===== config.mk =====
export PLATFORM = sky130hd
export DESIGN_NAME = reg_fifo
export DESIGN_NICKNAME = d
export VERILOG_FILES = /design/src/rtl/fifo_pkg.sv /design/src/rtl/fifo_ctrl.sv /design/src/rtl/reg_fifo.sv
export SDC_FILE = /design/constraint.sdc
export NUM_CORES = 1
export LEC_CHECK = 0
export BUFFER_PORTS_ARGS = -buffer_cell sky130_fd_sc_hd__buf_2
export CORE_MARGIN = 3
export CORE_UTILIZATION = 55
export DETAILED_ROUTE_END_ITERATION = 7
export PLACE_DENSITY = 0.79
export SETUP_SLACK_MARGIN = 0.5
export SYNTH_ARGS = -nofsm -noshare
export SYNTH_HDL_FRONTEND = slang
export SYNTH_SLANG_ARGS = --single-unit

===== constraint.sdc =====
create_clock -name clk -period 2.3 [get_ports clk]
set_input_delay 0.46 -clock clk [delete_from_list [all_inputs] [get_ports clk]]
set_output_delay 0.46 -clock clk [all_outputs]
set_load 0.02 [all_outputs]

===== src/rtl/fifo_pkg.sv =====
// Shared status and sticky-error types for the register-array FIFO.
// Leaf package; no logic, no latency.
package fifo_pkg;

   typedef struct packed {
      logic full;
      logic empty;
      logic almost_full;
      logic almost_empty;
   } status_t;

   typedef struct packed {
      logic overflow;
      logic underflow;
   } err_t;

endpackage


===== src/rtl/fifo_ctrl.sv =====
// Pointer, occupancy, flag and sticky-error control for reg_fifo; all state updates on the same edge.
// Writes into a full queue are dropped unless a pop happens in the same cycle.
module fifo_ctrl
   import fifo_pkg::*;
#(
   parameter int ADDR_WIDTH = 2,
   parameter int AF_MARGIN  = 1,
   parameter int AE_MARGIN  = 1
) (
   input  logic                  clk,
   input  logic                  rst_n,
   input  logic                  wr,
   input  logic                  rd,
   input  logic                  flush,
   input  logic                  clr_err,
   output logic                  wr_accepted,
   output logic [ADDR_WIDTH-1:0] w_ptr,
   output logic [ADDR_WIDTH-1:0] r_ptr,
   output logic [ADDR_WIDTH:0]   count,
   output status_t               status,
   output err_t                  err
);

   localparam int DEPTH = 1 << ADDR_WIDTH;
   localparam int CNT_W = ADDR_WIDTH + 1;

   logic [ADDR_WIDTH-1:0] w_ptr_q, w_ptr_d;
   logic [ADDR_WIDTH-1:0] r_ptr_q, r_ptr_d;
   logic [CNT_W-1:0]      count_q, count_d;
   status_t               status_q, status_d;
   err_t                  err_q, err_d;
   logic                  wr_acc, rd_acc;

   // Flags are derived from the next count so they stay in step with it.
   function automatic status_t status_of(input logic [CNT_W-1:0] c);
      status_t s;
      s.full         = (c == CNT_W'(DEPTH));
      s.empty        = (c == '0);
      s.almost_full  = (int'(c) >= DEPTH - AF_MARGIN);
      s.almost_empty = (int'(c) <= AE_MARGIN);
      return s;
   endfunction

   always_comb begin
      rd_acc  = rd && !status_q.empty && !flush;
      wr_acc  = wr && (!status_q.full || rd) && !flush;
      w_ptr_d = w_ptr_q;
      r_ptr_d = r_ptr_q;
      count_d = count_q;
      if (wr_acc) w_ptr_d = w_ptr_q + 1'b1;
      if (rd_acc) r_ptr_d = r_ptr_q + 1'b1;
      case ({wr_acc, rd_acc})
         2'b10:   count_d = count_q + CNT_W'(1);
         2'b01:   count_d = count_q - CNT_W'(1);
         default: count_d = count_q;
      endcase
      if (flush) begin
         w_ptr_d = '0;
         r_ptr_d = '0;
         count_d = '0;
      end
      status_d = status_of(count_d);
      // A fresh error event outranks a simultaneous clear.
      err_d = clr_err ? '0 : err_q;
      if (wr && status_q.full && !rd && !flush) err_d.overflow  = 1'b1;
      if (rd && status_q.empty && !flush)       err_d.underflow = 1'b1;
   end

   always_ff @(posedge clk or negedge rst_n) begin
      if (!rst_n) begin
         w_ptr_q  <= '0;
         r_ptr_q  <= '0;
         count_q  <= '0;
         status_q <= status_of('0);
         err_q    <= '0;
      end else begin
         w_ptr_q  <= w_ptr_d;
         r_ptr_q  <= r_ptr_d;
         count_q  <= count_d;
         status_q <= status_d;
         err_q    <= err_d;
      end
   end

   assign wr_accepted = wr_acc;
   assign w_ptr       = w_ptr_q;
   assign r_ptr       = r_ptr_q;
   assign count       = count_q;
   assign status      = status_q;
   assign err         = err_q;

endmodule


===== src/rtl/reg_fifo.sv =====
// Register-array FIFO with first-word fall-through read; written word is at the head one cycle after its write edge.
// Full without a same-cycle pop drops the write and raises sticky overflow; pop on empty raises underflow.
module reg_fifo
   import fifo_pkg::*;
#(
   parameter int DATA_WIDTH = 8,
   parameter int ADDR_WIDTH = 2,
   parameter int AF_MARGIN  = 1,
   parameter int AE_MARGIN  = 1
) (
   input  logic                  clk,
   input  logic                  rst_n,
   input  logic                  wr,
   input  logic [DATA_WIDTH-1:0] w_data,
   input  logic                  rd,
   output logic [DATA_WIDTH-1:0] r_data,
   input  logic                  flush,
   input  logic                  clr_err,
   output logic                  full,
   output logic                  empty,
   output logic                  almost_full,
   output logic                  almost_empty,
   output logic [ADDR_WIDTH:0]   count,
   output logic                  overflow,
   output logic                  underflow
);

   localparam int DEPTH = 1 << ADDR_WIDTH;

   logic                  wr_accepted;
   logic [ADDR_WIDTH-1:0] w_ptr, r_ptr;
   status_t               status;
   err_t                  err;
   logic [DATA_WIDTH-1:0] mem_q [DEPTH];

   fifo_ctrl #(
      .ADDR_WIDTH (ADDR_WIDTH),
      .AF_MARGIN  (AF_MARGIN),
      .AE_MARGIN  (AE_MARGIN)
   ) u_ctrl (
      .clk         (clk),
      .rst_n       (rst_n),
      .wr          (wr),
      .rd          (rd),
      .flush       (flush),
      .clr_err     (clr_err),
      .wr_accepted (wr_accepted),
      .w_ptr       (w_ptr),
      .r_ptr       (r_ptr),
      .count       (count),
      .status      (status),
      .err         (err)
   );

   // Storage is deliberately not reset; the pointers define what is valid.
   always_ff @(posedge clk) begin
      if (wr_accepted) mem_q[w_ptr] <= w_data;
   end

   assign r_data       = mem_q[r_ptr];
   assign full         = status.full;
   assign empty        = status.empty;
   assign almost_full  = status.almost_full;
   assign almost_empty = status.almost_empty;
   assign overflow     = err.overflow;
   assign underflow    = err.underflow;

endmodule


# ---- Yosys cells after proc, flatten, opt, wreduce, memory -nomap -nowiden
# Memories as Yosys holds them, arrays and structs flattened.
# Cells that the tools add are included.
dict set report totals {
  ff_bits 13
  ram_bits 32
  word_cells 49
  n_memories 1
}
# name words width rd rd_clocked_by_memory_dff write_ports line_no
set memory_table {}
lappend memory_table {mem_q 4 8 1 0 1 reg_fifo.sv:34} ;# logic [DATA_WIDTH-1:0] mem_q [DEPTH];
dict set report op_classes {
  add_sub_neg 4
  magnitude_cmp 2
  eq_ne 3
  muxes 11
  n_reduce_logical 19
}
# operator count
set ops {}
lappend ops {{$mux 2} 5}
lappend ops {{$logic_and 1x1->1} 9}
lappend ops {{$reduce_bool 2->1} 4}
lappend ops {{$pmux 3 s2} 1}
lappend ops {{$add 2x1->2 const B} 2}
lappend ops {{$logic_not 1->1} 4}
lappend ops {{$mux 1} 4}
lappend ops {{$add 3x1->3 const B} 1}
lappend ops {{$eq 3x3->1 const B} 1}
lappend ops {{$ge 3x2->1 const B} 1}
lappend ops {{$le 3x1->1 const B} 1}
lappend ops {{$logic_not 3->1} 1}
lappend ops {{$mux 3} 1}
lappend ops {{$sub 3x1->3 const B} 1}
lappend ops {{$eq 2x1->1 const B} 1}
lappend ops {{$eq 2x2->1 const B} 1}
lappend ops {{$logic_or 1x1->1} 1}

# ---- Depth between registers and ports, before layout
# Gate-level depths: netlist (run 1).
dict set report logic_depth {
  depth_word 8
  depth_mapped 8
  ltp_nobuf 8
}

# ---- Hierarchy
# A second synthesis (run 1) with hierarchy kept.
dict set report unflattened {
  hier_cells 109
  area_unflattened_um2 1855.5
}
# mod instances cells_each area_each_um2
set by_module_without_submodules {}
lappend by_module_without_submodules {reg_fifo 1 46 1188.6}
lappend by_module_without_submodules {fifo_ctrl 1 63 666.9}

# ---- Worst setup path before layout (run 1)
# OpenSTA, ideal clock, no wires.
dict set report synth_path {
  path_kind {register to register}
  from {register u_ctrl.status_q (netlist bit u_ctrl.status[3])}
  to {register u_ctrl.status_q (netlist bit u_ctrl.status[3])}
  setup_ns 0.077
  arrival_time_ns 2.145
  path_slack_ns 0.077
  stages_incl_launch_ff 9
  cell_sequence {dfrtp_1 nor2b_1 nor2_1 inv_1 ha_1 fa_1 xnor2_1 or4_4 a21oi_1}
}
# element line_no
set synth_lines {}
lappend synth_lines {{start: declaration} fifo_ctrl.sv:30} ;# status_t status_q, status_d;
lappend synth_lines {{start signal: assignment} fifo_ctrl.sv:74} ;# status_q <= status_of('0);
lappend synth_lines {{start signal: assignment} fifo_ctrl.sv:80} ;# status_q <= status_d;

==> results of run 1 <==
[power breakdown]
group          internal (mW)  leakage [nW]  switching, mW
logic                  0.130         0.415          0.131
clock network          0.226        0.0399          0.242
registers              0.906         0.458         0.0217
[logic make-up (layout without fill, tap and decap cells)]
kind of cell,count (synthesis),count (layout),share of synthesized area
and+or+nand+nor,27,27,0.08239
buffers and inverters,10,55,0.02879
muxes,9,9,0.1018
DFF,45,45,0.6899
adders and majority gates,6,6,0.04421
xor gates and xnor gates,4,4,0.01876
AOI/OAI and AO/OA,10,10,0.03416
[worst max-delay path, stage by stage (launching register included)]
cell and delay (ps):
dfstp_2 570, nor2b_2 50, nor2b_4 130, ha_4 160
fa_2 350, xnor2_2 180, or4_4 450, a21oi_2 180
[registers in the layout (all words and copies together) (netlist names)]
signal and flops:
mem_q 32, u_ctrl.count 3, u_ctrl.err 2, u_ctrl.r_ptr 2, u_ctrl.status 4, u_ctrl.w_ptr 2
[stage by stage]
step / area, um^2 / cells / hold WS, ps
after floorplan: 1921 / 111 / 164.4
after global placement: 2122 / 183 / 353.3
after detailed placement: 2122 / 183 / 368.6
after CTS: 2316 / 199 / 280.6
after global routing: 2332 / 200 / 275.6
final: 2332 / 200 / 289.0
[final cells by class]
type,instances,area (um^2),share of cell area
clock buffer,6,41.29,0.01770
clock inverter,2,33.78,0.01448
inverter,6,22.52,0.009657
multi-input combinational,56,586.8,0.2516
sequential,45,1291,0.5536
tap,44,55.05,0.02361
timing repair buffer,41,301.5,0.1293
[how the worst max path moves through the flow]
stage / start / endpoint / slack [ps]
2_1_floorplan: u_ctrl.status[2]$_DFF_PN1_ / u_ctrl.status[3]$_DFF_PN0_ / 220
3_3_place_gp: flush / u_ctrl.status[3]$_DFF_PN0_ / 80
3_5_place_dp: flush / u_ctrl.status[3]$_DFF_PN0_ / 3
4_1_cts: u_ctrl.status[2]$_DFF_PN1_ / u_ctrl.status[3]$_DFF_PN0_ / 190
5_1_grt: u_ctrl.status[2]$_DFF_PN1_ / u_ctrl.status[3]$_DFF_PN0_ / 100
6_report: u_ctrl.status[2]$_DFF_PN1_ / u_ctrl.status[3]$_DFF_PN0_ / 160
[cell usage after synthesis, drive strengths merged (2+ instances only)]
cell type,n
buf,4
inv,6
and2,4
nand2,2
xnor2,2
nor2,5
dfstp,2
nor2b,3
nor3b,2
o22ai,2
mux4,8
xor2,2
ha,5
edfxtp,32
dfrtp,11
nand2b,3
nor3,3
nand3,2
o21ai,2
a21oi,3
[routing by layer]
layer | up-vias | part of all wire | GRT usage
met5 | - | 0 | 0
met4 | 0 | 0.020 | 0.07916
met3 | 6 | 0.047 | 0.05800
met2 | 35 | 0.53 | 0.3080
met1 | 547 | 0.40 | 0.2358
li1 | 500 | - | -
[timing repair]
action | 4_1_cts | 5_1_grt
hold endpoints to repair | 11 | 0
pin swaps | 5 | 0
setup buffers | 7 | 1
hold buffers | 1 | 0
endpoints found under the setup margin | 14 | 14
resized for setup | 18 | 3
==> run summary, run 1 <==
CLOCKING
--------------------------------------------------------------------------------
Number of buffers created by CTS ..................................            5
Sinks on Clock Net ................................................           45
Buffer cell driving the clock tree root ...........................     clkbuf_4
Count of H-tree levels built during CTS ...........................            2
TritonCTS clock tree ..............................................        built
Insertion delay to the later sink of the worst-skew pair ..........       370 ps
Clock-pin slew on the worst setup and hold paths ..................       120 ps
Worst-case clock buffer depth .....................................            2

DIE
--------------------------------------------------------------------------------
Die span in x .....................................................     64.28 um
Initial core utilization ..........................................       0.5925
Die height ........................................................     64.28 um
Core ar. ..........................................................    3153 um^2
Number of top-level pins ..........................................           31
Die ar. ...........................................................    4132 um^2
Count of standard-cell rows .......................................           20

POWER
--------------------------------------------------------------------------------
Cell area power density ........................................... 710.3 nW/um^2
Largest voltage drop on the vdd net ...............................     387.1 uV
Total power consumption of the routed design ......................     1.657 mW
LEAKAGE ...........................................................    0.9126 nW

STA
--------------------------------------------------------------------------------
Achievable clock frequency ........................................   0.4677 GHz
Transition time at the pin with the least slew margin .............     558.0 ps
Count of endpoints failing hold in the final timing report ........            0
Maximum clock skew at final layout ................................     15.96 ps
Post-route setup TNS ..............................................         0 ps
Number of endpoints failing setup at the final stage ..............            0
Share of the cycle needed by the critical path after routing ......       0.9295
Total count of max-transition violations in the final report ......            0
Clock period minus worst slack ....................................      2138 ps
Post-route worst setup slack ......................................     162.1 ps
Slew margin rel. ..................................................       0.6246
Unrepaired setup endpoints after global routing ...................         true

SYNTH
--------------------------------------------------------------------------------
Synthesized area divided by synthesized cell count ................   16.83 um^2
Post-synth ARST share .............................................       0.2889
Library cell with the largest summed area after synthesis .........     edfxtp_1
Instance count of the mapped netlist ..............................          111
Part of the Yosys area used for sequential elements ...............       0.6899
Largest cells by area after synthesis ............................. edfxtp_1 51%, dfrtp_1 15%, mux4_2 9.6%, ha_1 3.3%, dfstp_2 2.8%
Syn_nets ..........................................................          131
Synthesized flop and latch total ..................................           45
Post-synthesis instance area ......................................    1868 um^2
Syn. warnings .....................................................            0
Number of synthesized flops with an enable pin ....................           32
Yosys top cell area share .........................................       0.5144
Most used flip-flop cell after synthesis ..........................     edfxtp_1
Library cells used by synthesis ...................................           30

ROUTING
--------------------------------------------------------------------------------
Total wire length .................................................      3316 um
First-pass DRT Iterations .........................................            5
Post-route antenna net violation count ............................            0
Via count of the routed design ....................................        1,088
Initial DRC Count .................................................           34
WL/cell ...........................................................     16.58 um
Via-per-instance ratio ............................................        5.440
Number of remaining DRC errors ....................................            0

WORST HOLD PATH
--------------------------------------------------------------------------------
Hold-critical path depth ..........................................            2
Path type of the worst min-delay path ............................. input port to register
Worst min-delay path startpoint ...................................      clr_err
Worst hold endpoint ............................................... u_ctrl.err[0]$_DFFE_PN0P_

SETUP PATH
--------------------------------------------------------------------------------
FF-to-FF setup slack ..............................................       160 ps
Capturing point of the worst reg2reg path ......................... u_ctrl.status[3]$_DFF_PN0_
Endpoint type of the worst setup path .............................     register
Reg-to-Reg Start .................................................. u_ctrl.status[2]$_DFF_PN1_
Reg2reg path depth ................................................            7
Arr. time, crit path ..............................................      2430 ps
Crit start category ...............................................     register
CP max FO .........................................................            4
Critical path data required time ..................................      2590 ps
Type of the setup path with the least slack ....................... register to register

PLACEMENT
--------------------------------------------------------------------------------
Placer congestion estimate ........................................       0.7703
HPWL reported at the end of detailed placement ....................      2194 um
IO Port Bufs ......................................................           30
Minimum setup slack after placement ...............................     2.968 ps

FINISH
--------------------------------------------------------------------------------
Area Overhead vs Synth ............................................       24.85%
Fraction of layout cells with a size suffix above 1 ...............       0.4487
Commonest non-fill, non-tap cells in the layout ................... 32 x edfxtp_1, 22 x buf_2, 9 x buf_6, 9 x dfrtp_1
Post-layout utilization of the core ...............................       0.7397
Net count reported at finish ......................................          175
Most common library cell in the layout ignoring fill and taps .....     edfxtp_1
Filler Cells Inserted .............................................          215
Diode count .......................................................            0

GLOBAL ROUTE
--------------------------------------------------------------------------------
All-layer global routing usage ....................................       0.1895
GR Overflow Total .................................................            0
Number of global-route vias before repair .........................        1,150
First-pass GRT wire length ........................................      5699 um
Number of antenna violations at the first check in global routing .            0
Maximum number of pins on one net before global-route repair ......           14

JOB
--------------------------------------------------------------------------------
Maxcap violations .................................................            0

STATUS
--------------------------------------------------------------------------------
Status ............................................................ finished clean

(Power assumes the default switching activity.)
==> inputs of run 2 (changes only) <==
==> constraint.sdc (replaced) <==
create_clock -name clk -period 2.3 [get_ports clk]
set_input_delay 0.23 -clock clk [delete_from_list [all_inputs] [get_ports clk]]
set_output_delay 0.23 -clock clk [all_outputs]
set_load 0.02 [all_outputs]
==> run summary, run 2 (synthesis results as in run 1) <==
SETUP PATH
--------------------------------------------------------------------------------
Crit start category ...............................................     register
Critical path data required time ..................................      2550 ps
Endpoint type of the worst setup path .............................     register
Type of the setup path with the least slack ....................... register to register
Reg-to-Reg Start .................................................. u_ctrl.status[2]$_DFF_PN1_
Critical Path, Cell by Cell ....................................... nor2b_2, nor2b_4, ha_4, fa_2, xnor2_4, o21ba_2, a211o_1
CP max FO .........................................................            4
Bufs and invs on worst path .......................................            0
Highest-delay cell along the critical path ........................      dfstp_2
Arr. time, crit path ..............................................      2350 ps
Max incr delay on CP ..............................................       570 ps
Timing startpoint of the critical path ............................ u_ctrl.status[2]$_DFF_PN1_
Top Family by Delay on Critical Path ..............................   flip-flops

STA
--------------------------------------------------------------------------------
Maximum clock skew at final layout ................................     12.10 ps
Fin Hold WS .......................................................     80.52 ps
Number of endpoints failing setup at the final stage ..............            0
Total count of max-transition violations in the final report ......            0
Achievable clock frequency ........................................   0.4745 GHz
Clock period minus worst slack ....................................      2107 ps
Count of endpoints failing hold in the final timing report ........            0
Post-route setup TNS ..............................................         0 ps
Slew margin rel. ..................................................       0.7072
Share of the cycle needed by the critical path after routing ......       0.9162
Post-route worst setup slack ......................................     192.6 ps
Unrepaired setup endpoints after global routing ...................         true
Transition time at the pin with the least slew margin .............     439.2 ps

CLOCKING
--------------------------------------------------------------------------------
Worst-case clock buffer depth .....................................            2
Number of buffers created by CTS ..................................            5
Clock-pin slew on the worst setup and hold paths ..................       130 ps
Insertion delay to the later sink of the worst-skew pair ..........       350 ps
Buffer cell driving the clock tree root ...........................     clkbuf_4
TritonCTS clock tree ..............................................        built
Sinks on Clock Net ................................................           45
Count of H-tree levels built during CTS ...........................            2

ROUTING
--------------------------------------------------------------------------------
Total wire length .................................................      3425 um
Post-route antenna net violation count ............................            0
WL/cell ...........................................................     17.13 um
Via-per-instance ratio ............................................        5.460
Initial DRC Count .................................................           53
Number of remaining DRC errors ....................................            0
Via count of the routed design ....................................        1,092
First-pass DRT Iterations .........................................            4

DIE
--------------------------------------------------------------------------------
Core ar. ..........................................................    3153 um^2
Die span in x .....................................................     64.28 um
Die ar. ...........................................................    4132 um^2
Count of standard-cell rows .......................................           20
Number of top-level pins ..........................................           31
Initial core utilization ..........................................       0.5925
Die height ........................................................     64.28 um

PLACEMENT
--------------------------------------------------------------------------------
HPWL reported at the end of detailed placement ....................      2155 um
Minimum setup slack after placement ...............................     208.8 ps
IO Port Bufs ......................................................           30
Placer congestion estimate ........................................       0.7722

GLOBAL ROUTE
--------------------------------------------------------------------------------
GRT met2 Usage ....................................................       0.3119
Maximum number of pins on one net before global-route repair ......           14
Met1 capacity usage during global routing .........................       0.2226
Layer carrying the most global-route usage ........................         met2
GR Overflow Total .................................................            0
Number of global-route vias before repair .........................        1,179
Number of antenna violations at the first check in global routing .            0
All-layer global routing usage ....................................       0.1856
First-pass GRT wire length ........................................      5616 um
Global routing usage on met3 ......................................      0.05624

FINISH
--------------------------------------------------------------------------------
Number of flip-flops under the largest register name ..............           32
Diode count .......................................................            0
Register with the highest flop count ..............................        mem_q
Commonest non-fill, non-tap cells in the layout ................... 32 x edfxtp_1, 22 x buf_2, 9 x buf_6, 9 x dfrtp_1
Fraction of layout cells with a size suffix above 1 ...............       0.4615
Most common library cell in the layout ignoring fill and taps .....     edfxtp_1
Area Overhead vs Synth ............................................       25.18%
Net count reported at finish ......................................          175

JOB
--------------------------------------------------------------------------------
Maxcap violations .................................................            0

STATUS
--------------------------------------------------------------------------------
Status ............................................................ finished clean

WORST HOLD PATH
--------------------------------------------------------------------------------
Path type of the worst min-delay path ............................. input port to register
Worst min-delay path startpoint ...................................      clr_err

POWER
--------------------------------------------------------------------------------
Largest voltage drop on the vdd net ...............................     444.7 uV
Cell area power density ........................................... 678.5 nW/um^2
LEAKAGE ...........................................................    0.9037 nW

run 2: layer usage:
layer | share of wire | routed length (um)
met5 | 0 | 0
met4 | 0.023 | 80
met3 | 0.039 | 134
met2 | 0.54 | 1864
met1 | 0.39 | 1346
run 2: final timing paths:
path / end / slack (ps) / cells after the start
worst max-delay path: u_ctrl.status[1]$_DFF_PN0_ / 190 / 7
worst min-delay path: u_ctrl.err[1]$_DFFE_PN0P_ / 80 / 2
worst max register to register: u_ctrl.status[1]$_DFF_PN0_ / 190 / 7
worst min register to register: u_ctrl.err[0]$_DFFE_PN0P_ / 540 / 2
max in group asynchronous: u_ctrl.status[0]$_DFF_PN1_ / 1740 / 2
min in group asynchronous: u_ctrl.count[2]$_DFF_PN0_ / 280 / 2
run 2: metrics by stage:
step                cell area (um^2)    util  std cells  power (mW)
floorplan                       1916       -        111       1.086
CTS                             2238  0.7099        198       1.552
finish                          2338  0.7417        200       1.587
detailed placement              2097  0.6651        182       1.156
global route                    2338  0.7417        200       1.652
global placement                2097  0.6651        182       1.146
run 2: where the power goes:
group          total [mW]  internal, mW  switching (mW)  leakage (nW)
combinational       0.275         0.135           0.140         0.410
sequential          0.928         0.906          0.0220         0.458
clock               0.384         0.144           0.240        0.0357
total                1.59          1.18           0.402         0.904
run 2: final cells by class:
cell class / count / area, um^2
inverters: 6 / 22.52
multi-input cells: 56 / 608.1
clock buffers: 6 / 51.30
clock inverters: 2 / 8.758
repair buffers: 41 / 301.5
fillers: 198 / 814.5
well taps: 44 / 55.05
flip-flops and latches: 45 / 1291
run 2: timing repair:
| action | 4_1_cts | 5_1_grt |
|---|---|---|
| pin swaps | 3 | 1 |
| setup buffers | 7 | 2 |
| setup endpoints to repair | 14 | 14 |
| endpoints found under the hold margin | 11 | 0 |
| resized for setup | 2 | 21 |
| hold buffers | 1 | 0 |
==> inputs of run 3 (changes only) <==
- SLEW_MARGIN: default -> 20
- clock period: 2.3 -> 2.4 ns (I/O delays scaled with it)
==> run summary, run 3 (synthesis results as in run 1) <==
POWER
--------------------------------------------------------------------------------
Sw frac ...........................................................       0.2494
Portion of total power attributed to the clock network ............        0.293
Largest voltage drop on the vdd net ...............................     450.1 uV
Int Power .........................................................     1.197 mW
Switch Pwr ........................................................    0.3977 mW
Cell area power density ........................................... 690.8 nW/um^2
Sequential group share of total power .............................        0.558
Share of power burned in combinational logic ......................        0.150
LEAKAGE ...........................................................    0.8854 nW

DIE
--------------------------------------------------------------------------------
Die height ........................................................     64.28 um
Die span in x .....................................................     64.28 um
Count of standard-cell rows .......................................           20
Number of top-level pins ..........................................           31
Initial core utilization ..........................................       0.5925
Die ar. ...........................................................    4132 um^2
Core ar. ..........................................................    3153 um^2

FINISH
--------------------------------------------------------------------------------
Post-layout utilization of the core ...............................       0.7321
Area Overhead vs Synth ............................................       23.58%
Fraction of layout cells with a size suffix above 1 ...............       0.4740
Register with the highest flop count ..............................        mem_q
Post-route cell area ..............................................    2308 um^2
Most common library cell in the layout ignoring fill and taps .....     edfxtp_1
Number of flip-flops under the largest register name ..............           32
Area taken by multi-input logic gates .............................   623.1 um^2
Commonest non-fill, non-tap cells in the layout ................... 32 x edfxtp_1, 30 x buf_2, 9 x dfrtp_1
FF+latch area .....................................................    1291 um^2
Diode count .......................................................            0
Filler Cells Inserted .............................................          215
Net count reported at finish ......................................          173

STATUS
--------------------------------------------------------------------------------
Status ............................................................ finished clean

STA
--------------------------------------------------------------------------------
Clock period minus worst slack ....................................      2098 ps
Share of the cycle needed by the critical path after routing ......       0.8742
Number of endpoints failing setup at the final stage ..............            0
Unrepaired setup endpoints after global routing ...................         true
Count of endpoints failing hold in the final timing report ........            0
Achievable clock frequency ........................................   0.4766 GHz
Maximum clock skew at final layout ................................     12.51 ps
Transition time at the pin with the least slew margin .............     452.3 ps
Post-route setup TNS ..............................................         0 ps
Slew margin rel. ..................................................       0.6985
Total count of max-transition violations in the final report ......            0
Fin Hold WS .......................................................     72.79 ps

ROUTING
--------------------------------------------------------------------------------
First-pass DRT Iterations .........................................            4
Via count of the routed design ....................................        1,070
Total wire length .................................................      3507 um
Via-per-instance ratio ............................................        5.404
WL/cell ...........................................................     17.71 um
Post-route antenna net violation count ............................            0
Number of remaining DRC errors ....................................            0
Initial DRC Count .................................................           72

GLOBAL ROUTE
--------------------------------------------------------------------------------
Maximum number of pins on one net before global-route repair ......           16
Number of global-route vias before repair .........................        1,169
GR Overflow Total .................................................            0
First-pass GRT wire length ........................................      5899 um
All-layer global routing usage ....................................       0.1970
Number of antenna violations at the first check in global routing .            0

CLOCKING
--------------------------------------------------------------------------------
Worst-case clock buffer depth .....................................            2
Clock-pin slew on the worst setup and hold paths ..................       140 ps
Buffer cell driving the clock tree root ...........................     clkbuf_4
Count of H-tree levels built during CTS ...........................            2
Number of buffers created by CTS ..................................            5
Insertion delay to the later sink of the worst-skew pair ..........       360 ps
TritonCTS clock tree ..............................................        built
Sinks on Clock Net ................................................           45

SETUP PATH
--------------------------------------------------------------------------------
Type of the setup path with the least slack ....................... register to register
Crit start category ...............................................     register
Critical path data required time ..................................      2700 ps
Arr. time, crit path ..............................................      2400 ps
Endpoint type of the worst setup path .............................     register
FF-to-FF setup slack ..............................................       300 ps
CP max FO .........................................................            3

JOB
--------------------------------------------------------------------------------
Maxcap violations .................................................            0

PLACEMENT
--------------------------------------------------------------------------------
HPWL reported at the end of detailed placement ....................      2296 um
IO Port Bufs ......................................................           30
Total cell area at the placement stage ............................    2097 um^2
Placer congestion estimate ........................................       0.7508

WORST HOLD PATH
--------------------------------------------------------------------------------
Path type of the worst min-delay path ............................. input port to register

## run 3: changes by cell type in the layout (fill, tap and decap cells not counted), sizes merged
cell,before,now
clkbuf,6,5
clkinv,2,1
clkinvlp,0,1
bufinv,0,1
buf,40,38
## run 3: power groups by stage
stage | registers [mW] | logic [mW] | clock network (mW)
after CTS | 0.888 | 0.233 | 0.476
after detailed placement | 0.915 | 0.191 | 0
after global routing | 0.893 | 0.259 | 0.506
after floorplan | 0.916 | 0.125 | 0
after global placement | 0.912 | 0.185 | 0
final | 0.889 | 0.239 | 0.467
## run 3: worst paths after layout
check / from / end / cells past startpoint
max in group asynchronous: rst_n / u_ctrl.status[2]$_DFF_PN1_ / 2
max reg2reg: u_ctrl.status[2]$_DFF_PN1_ / u_ctrl.status[3]$_DFF_PN0_ / 7
max: u_ctrl.status[2]$_DFF_PN1_ / u_ctrl.status[3]$_DFF_PN0_ / 7
min in group asynchronous: rst_n / u_ctrl.err[0]$_DFFE_PN0P_ / 2
min: clr_err / u_ctrl.err[1]$_DFFE_PN0P_ / 2
min reg2reg: u_ctrl.err[0]$_DFFE_PN0P_ / u_ctrl.err[0]$_DFFE_PN0P_ / 2
## run 3: per-stage QoR
stage                     cells  setup WS (ps)  power [mW]
after floorplan             111          324.3       1.041
after global placement      182          338.1       1.096
after detailed placement    182          250.5       1.106
after CTS                   198          317.4       1.597
after global routing        198          241.5       1.658
final                       198          301.8       1.595
## run 3: layout make-up
cell class,count,share of cell area
flip-flops and latches,45,0.5594
multi-input cells,56,0.2699
inverters,6,0.009756
well taps,44,0.02385
clock buffers,5,0.01626
clock inverters,3,0.02005
repair buffers,39,0.1008
## run 3: metal layers
| layer | vias to the layer above | global-route usage | part of all wire |
|---|---|---|---|
| li1 | 496 | - | - |
| met1 | 541 | 0.2224 | 0.36 |
| met2 | 27 | 0.3544 | 0.58 |
| met3 | 6 | 0.04921 | 0.042 |
| met4 | 0 | 0.07916 | 0.016 |
| met5 | - | 0 | 0 |
## run 3: worst max-delay path, cell delays in order (launching register included)
cell and delay (ps):
dfstp_2 580, nor2b_2 50, nor2b_4 130, ha_4 160, fa_2 380, xnor2_4 160
or4_4 430, a21oi_2 140
## run 3: what timing repair did
item	CTS	global route
hold buffers	1	0
endpoints found under the hold margin	11	0
resized for setup	6	3
setup buffers	7	0
setup endpoints to repair	13	5
gates cloned	0	0
pin swaps	1	1
